$ cat src/rtl/softex_pkg.sv
// Shared constants and types for the softmax denominator accumulator slice.
// Default lane format is bf16 (8 exponent bits, 7 mantissa bits).
package softex_pkg;

   localparam int unsigned FP_EXP_BITS_IN   = 8;
   localparam int unsigned FP_MAN_BITS_IN   = 7;
   localparam int unsigned DENACC_FRAC_BITS = 16;
   localparam int unsigned DENACC_ACC_WIDTH = 32;

   typedef struct packed {
      logic [DENACC_ACC_WIDTH-1:0] sum;
      logic                        ovf;
   } denacc_result_t;

endpackage

$ cat src/rtl/softex_fp2fixed.sv
// One-lane conversion of a non-negative FP magnitude (sign stripped) to unsigned fixed point.
// Zero/denormal exponents map to 0; Inf/NaN or out-of-range values clamp to all-ones and raise ovf_o.
module softex_fp2fixed
   import softex_pkg::*;
#(
   parameter int unsigned EXP_BITS  = FP_EXP_BITS_IN,
   parameter int unsigned MAN_BITS  = FP_MAN_BITS_IN,
   parameter int unsigned FRAC_BITS = DENACC_FRAC_BITS,
   parameter int unsigned ACC_WIDTH = DENACC_ACC_WIDTH
) (
   input  logic [EXP_BITS+MAN_BITS-1:0] mag_i,
   output logic [ACC_WIDTH-1:0]         val_o,
   output logic                         ovf_o
);

   localparam int BIAS    = (1 << (EXP_BITS - 1)) - 1;
   localparam int MAX_LSH = int'(ACC_WIDTH) - int'(MAN_BITS) - 1;

   logic [EXP_BITS-1:0]  exp_f;
   logic [MAN_BITS-1:0]  man_f;
   logic [ACC_WIDTH-1:0] mant_ext;
   int                   sh;

   assign exp_f    = mag_i[EXP_BITS+MAN_BITS-1:MAN_BITS];
   assign man_f    = mag_i[MAN_BITS-1:0];
   assign mant_ext = ACC_WIDTH'({1'b1, man_f});

   always_comb begin
      val_o = '0;
      ovf_o = 1'b0;
      sh    = int'(exp_f) - BIAS + int'(FRAC_BITS) - int'(MAN_BITS);
      if (exp_f == '0) begin
         val_o = '0;
      end else if (exp_f == '1 || sh > MAX_LSH) begin
         val_o = '1;
         ovf_o = 1'b1;
      end else if (sh >= 0) begin
         val_o = mant_ext << sh;
      end else begin
         val_o = mant_ext >> (-sh);
      end
   end

endmodule

$ cat src/rtl/softex_denominator_acc.sv
// Accumulates strobed FP exponential lanes of a softmax row into a fixed-point denominator.
// Define SOFTEX_DENACC_SATURATE_EN to clamp the sum on overflow instead of wrapping.
module softex_denominator_acc
   import softex_pkg::*;
#(
   parameter int unsigned EXP_BITS  = FP_EXP_BITS_IN,
   parameter int unsigned MAN_BITS  = FP_MAN_BITS_IN,
   parameter int unsigned N_ROWS    = 1,
   parameter int unsigned FRAC_BITS = DENACC_FRAC_BITS,
   parameter int unsigned ACC_WIDTH = DENACC_ACC_WIDTH,
   parameter type         TAG_TYPE  = logic
) (
   input  logic                                    clk_i,
   input  logic                                    rst_i,
   input  logic                                    clear_i,
   input  logic                                    enable_i,
   input  logic                                    valid_i,
   output logic                                    ready_o,
   input  logic [N_ROWS-1:0]                       strb_i,
   input  logic [N_ROWS-1:0][EXP_BITS+MAN_BITS:0]  op_i,
   input  logic                                    last_i,
   input  TAG_TYPE                                 tag_i,
   output logic                                    valid_o,
   input  logic                                    ready_i,
   output logic [ACC_WIDTH-1:0]                    sum_o,
   output logic                                    ovf_o,
   output TAG_TYPE                                 tag_o,
   output logic                                    busy_o
);

   localparam int unsigned TREE_W = ACC_WIDTH + $clog2(N_ROWS);

   // a1: converted lanes, a2: adder-tree sum, b: running accumulator, r: result register
   typedef struct packed {
      logic                             a1_vld;
      logic                             a1_last;
      logic                             a1_ovf;
      TAG_TYPE                          a1_tag;
      logic [N_ROWS-1:0][ACC_WIDTH-1:0] a1_lane;
      logic                             a2_vld;
      logic                             a2_last;
      logic                             a2_ovf;
      TAG_TYPE                          a2_tag;
      logic [TREE_W-1:0]                a2_sum;
      logic                             b_vld;
      logic                             b_last;
      logic                             b_ovf;
      logic                             b_first;
      TAG_TYPE                          b_tag;
      logic [ACC_WIDTH-1:0]             b_acc;
      logic                             r_vld;
      logic                             r_ovf;
      TAG_TYPE                          r_tag;
      logic [ACC_WIDTH-1:0]             r_sum;
   } state_t;

   state_t                           st_q, st_d;
   logic [N_ROWS-1:0][ACC_WIDTH-1:0] lane_fix, lane_gated;
   logic [N_ROWS-1:0]                lane_ovf;
   logic [N_ROWS-1:0]                sign_unused;
   logic                             in_ovf;
   logic [TREE_W-1:0]                tree_sum;
   logic [TREE_W:0]                  acc_sum;
   logic                             acc_ovf;
   logic [ACC_WIDTH-1:0]             acc_nxt;
   logic                             stall;

   for (genvar g = 0; g < N_ROWS; g++) begin : gen_lane
      assign sign_unused[g] = op_i[g][EXP_BITS+MAN_BITS];
      softex_fp2fixed #(
         .EXP_BITS  (EXP_BITS),
         .MAN_BITS  (MAN_BITS),
         .FRAC_BITS (FRAC_BITS),
         .ACC_WIDTH (ACC_WIDTH)
      ) i_fp2fixed (
         .mag_i (op_i[g][EXP_BITS+MAN_BITS-1:0]),
         .val_o (lane_fix[g]),
         .ovf_o (lane_ovf[g])
      );
   end

   always_comb begin
      for (int unsigned i = 0; i < N_ROWS; i++) begin
         lane_gated[i] = strb_i[i] ? lane_fix[i] : '0;
      end
      in_ovf = |(lane_ovf & strb_i);

      tree_sum = '0;
      for (int unsigned i = 0; i < N_ROWS; i++) begin
         tree_sum = tree_sum + TREE_W'(st_q.a1_lane[i]);
      end

      // first beat of a vector discards the previous accumulator and sticky overflow
      acc_sum = (st_q.b_first ? '0 : (TREE_W+1)'(st_q.b_acc)) + (TREE_W+1)'(st_q.a2_sum);
      acc_ovf = (~st_q.b_first & st_q.b_ovf) | st_q.a2_ovf | (|acc_sum[TREE_W:ACC_WIDTH]);
`ifdef SOFTEX_DENACC_SATURATE_EN
      acc_nxt = acc_ovf ? '1 : acc_sum[ACC_WIDTH-1:0];
`else
      acc_nxt = acc_sum[ACC_WIDTH-1:0];
`endif

      stall = st_q.b_vld & st_q.b_last & st_q.r_vld & ~ready_i;
      st_d  = st_q;

      if (enable_i) begin
         if (st_q.r_vld & ready_i) st_d.r_vld = 1'b0;
         if (!stall) begin
            if (st_q.b_vld & st_q.b_last) begin
               st_d.r_vld = 1'b1;
               st_d.r_sum = st_q.b_acc;
               st_d.r_ovf = st_q.b_ovf;
               st_d.r_tag = st_q.b_tag;
            end
            st_d.a1_vld  = valid_i;
            st_d.a1_last = last_i;
            st_d.a1_ovf  = in_ovf;
            st_d.a1_tag  = tag_i;
            st_d.a1_lane = lane_gated;
            st_d.a2_vld  = st_q.a1_vld;
            st_d.a2_last = st_q.a1_last;
            st_d.a2_ovf  = st_q.a1_ovf;
            st_d.a2_tag  = st_q.a1_tag;
            st_d.a2_sum  = tree_sum;
            st_d.b_vld   = st_q.a2_vld;
            st_d.b_last  = st_q.a2_last;
            st_d.b_tag   = st_q.a2_tag;
            if (st_q.a2_vld) begin
               st_d.b_acc   = acc_nxt;
               st_d.b_ovf   = acc_ovf;
               st_d.b_first = st_q.a2_last;
            end
         end
      end
   end

   always_ff @(posedge clk_i or posedge rst_i) begin
      if (rst_i) begin
         st_q         <= '0;
         st_q.b_first <= 1'b1;
      end else if (clear_i) begin
         st_q         <= '0;
         st_q.b_first <= 1'b1;
      end else begin
         st_q <= st_d;
      end
   end

   assign ready_o = enable_i & ~stall;
   assign valid_o = st_q.r_vld;
   assign sum_o   = st_q.r_sum;
   assign ovf_o   = st_q.r_ovf;
   assign tag_o   = st_q.r_tag;
   assign busy_o  = st_q.a1_vld | st_q.a2_vld | st_q.b_vld | st_q.r_vld;

endmodule

$ cat config.mk
export PLATFORM = sky130hd
export DESIGN_NAME = softex_denominator_acc
export DESIGN_NICKNAME = d
export VERILOG_FILES = /design/src/rtl/softex_pkg.sv /design/src/rtl/softex_fp2fixed.sv /design/src/rtl/softex_denominator_acc.sv
export SDC_FILE = /design/constraint.sdc
export NUM_CORES = 1
export LEC_CHECK = 0
export CAP_MARGIN = 0
export CORE_ASPECT_RATIO = 1.5
export CORE_MARGIN = 8
export CORE_UTILIZATION = 40
export CTS_BUF_LIST = sky130_fd_sc_hd__clkbuf_4 sky130_fd_sc_hd__clkbuf_8
export CTS_CLUSTER_SIZE = 24
export DETAILED_ROUTE_END_ITERATION = 16
export HOLD_SLACK_MARGIN = 0.1
export PLACE_DENSITY_LB_ADDON = 0.12
export SLEW_MARGIN = 20
export SYNTH_ARGS = -nofsm -noshare
export SYNTH_HDL_FRONTEND = slang
export SYNTH_SLANG_ARGS = --single-unit
$ cat constraint.sdc
create_clock -name clk_i -period 7.13 [get_ports clk_i]
set_clock_uncertainty 0.05 [all_clocks]
set_input_delay 1.426 -clock clk_i [delete_from_list [all_inputs] [get_ports clk_i]]
set_output_delay 1.426 -clock clk_i [all_outputs]
set_load 0.01 [all_outputs]
==> metrics.txt <==
share of layout cells above drive strength 1 between 7 and 8%; DRT Pass-1 Iters 4; Synth async-reset ratio 100%; Post-Syn Area per Cell slightly below 9 um2; Top cell by count, worst path ha_1; ys flop type dfrtp_1; DRC 0; cell with the most instances after synthesis nand2_1; endpoints failing setup 0; Worst Hold Launch sum_o[2]; Register Area roughly 3600 um2; DP Cell Count approximately 1300; Fillers roughly 2200; Placer Congestion about 0.89; Antenna Nets Post-Route 0; clk slew on worst S/H paths 80 ps; CP arrival between 6000 and 7000 ps; Worst path slowest cell clkdlybuf4s50_1; IO Count just over 60; PostCTS Resize Cnt 0; detailed placer's ending HPWL 16.8 mm; Max-slew headroom about 27%; die span in x approximately 140 um; largest net degree at the start of global routing between 80 and 90; die area between 20000 and 30000 um2; largest cells by area after synthesis dfrtp_1, nand2_1, ha_1; Pwr Density around 170 nW/um2; Post-synth EDFFs 0; core area between 20000 and 25000 um2; type of origin of the critical path input port; commonest cells in the netlist nand2_1, dfrtp_1, a21oi_1; status complete, no violations; Setup CP Type input port to register; Hold Path Class register to register; Non-Filler Instances around 1300; Synth Register Bits around 140; via/cell ratio approximately 5.5; Final Cycle Share between 80% and 90%; Final Hold Violating Endpoints 0; Yosys cell types 72; CTS Hold Bufs 0; # port buffers 60; leakage power 4.35 nW; Slew Viols, Final 0; WL final ~23 mm; fmax between 150 and 200 MHz; initial drt markers 327; initial antenna violation count 0; crit-path max FO 25; first-pass GRT wire length between 30 and 40 mm; clock insertion delay at the later pin of the skew report between 400 and 500 ps; Sink Count 144; RSZ-0062 raised after global routing false; row count 67; Routed WL per cell about 17 um; Synth Instances 1034; crit path cell chain clkdlybuf4s50_1 -> ha_1 -> nand4_1 -> a2bb2oi_1 -> a21boi_0 -> nand3_1 -> ha_1 -> nand2_1 -> or4_4 -> or3_1 -> or4_1 -> a2111o_1 -> a311o_1 -> a22oi_4 -> nor2_4 -> a221oi_2 -> o31ai_1; Layout area overhead 12.2%; worst-case clock buffer depth 2; Worst Setup End Kind register; post-CTS setup buffer count 0; Synthesized Nets ~1100; multi-input logic area around 5000 um2; Final nets approximately 1100; Setup TNS Final 0 ps; max-cap violation count 0; TritonCTS Buffers 17; Vias approximately 7400; Chip Height ~200 um; sequential area share after synthesis 39.6%; Max H-tree Level 4; VDD IR max 0.000109 V; diode count 0; Tmin final roughly 6400 ps; slowest cell delay on critical path between 500 and 600 ps; Worst Setup SP op_i[7]; Starting Density between 40% and 50%; slew of the pin with the lowest slew margin between 1000 and 1500 ps; CTS root buffer clkbuf_8; Yosys warning total 0; number of global-route vias before repair 7360; CTS tree yes; Total GRT Usage 16.8%; share of the synthesized area in the top cell type approximately 40%; area of the mapped netlist about 9100 um2; r2r startpoint st_q[68]; grt ovf 0; area leader, netlist dfrtp_1; WP data required 7400 ps
## final cells by class
type | count | share of cell area, %
clock buffer | 19 | 2.50
sequential | 144 | 35.3
clock inverter | 13 | 1.36
timing repair buffer | 87 | 8.02
multi-input combinational | 789 | 48.9
inverter | 12 | 0.490
tap | 276 | 3.38
## cell usage in the layout (no fill, tap or decap), types with 23 or more instances in the layout
| cell type | count |
|---|---|
| nand2_1 | 164 |
| dfrtp_1 | 143 |
| a21oi_1 | 104 |
| o21ai_0 | 69 |
| clkdlybuf4s50_1 | 59 |
| nor2_1 | 47 |
| ha_1 | 43 |
| nor2b_1 | 40 |
| a22o_1 | 31 |
| buf_4 | 26 |
| xor2_1 | 25 |
| nand3_1 | 24 |
| a221o_1 | 23 |
## cells by family (layout without fill, tap and decap cells)
kind of cell | Yosys count | in the layout | synth area share, %
AOI/OAI and AO/OA | 325 | 325 | 23.5
xor gates and xnor gates | 47 | 47 | 4.52
adders and majority gates | 45 | 45 | 6.24
buffers and inverters | 101 | 131 | 5.79
DFF | 144 | 144 | 39.6
muxes | 9 | 9 | 1.14
and+or+nand+nor | 363 | 363 | 19.2
## worst max-delay path, delay by kind of cell
kind | cells | cell delay [ps]
and+or+nand+nor | 7 | 1870
AOI/OAI and AO/OA | 7 | 2100
adders and majority gates | 2 | 710
buffers and inverters | 1 | 540
## final timing paths
| check | end | slack [ps] | cells after the start |
|---|---|---|---|
| setup / recovery | st_q[113] | 730 | 17 |
| max in group asynchronous | st_q[76] | 4300 | 3 |
| hold / removal | sum_o[2] | 430 | 2 |
| setup reg to reg | st_q[69] | 2700 | 13 |
| hold reg to reg | sum_o[2] | 430 | 2 |
| min in group asynchronous | sum_o[29] | 1460 | 2 |
## registers in the layout, summed over array words and instances (netlist names)
signal,count
tag_o,1
st_q,109
ovf_o,1
valid_o,1
sum_o,32
## per-stage QoR
step	power [mW]	util (%)	hold slack [ps]	area (um2)	setup WS, ps
after floorplan	1.02	-	399	9100	726
after global placement	1.10	43.7	413	9780	344
after detailed placement	1.10	43.7	419	9780	233
after CTS	1.76	45.5	439	10200	721
after global routing	1.82	45.6	468	10200	361
final	1.73	45.6	430	10200	726
## power by group
group | total [mW] | switching (mW) | internal, mW
logic | 0.246 | 0.159 | 0.0878
registers | 0.838 | 0.00908 | 0.829
clock network | 0.648 | 0.324 | 0.324
total | 1.73 | 0.492 | 1.24
## routing by layer
layer	track usage, %	wire length, um	vias up
li1	-	-	3751
met1	19.5	9700	3522
met2	30.4	11700	99
met3	2.40	520	31
met4	6.65	593	0
met5	0	0	-
Note: power is estimated with default switching activity, not from simulation.
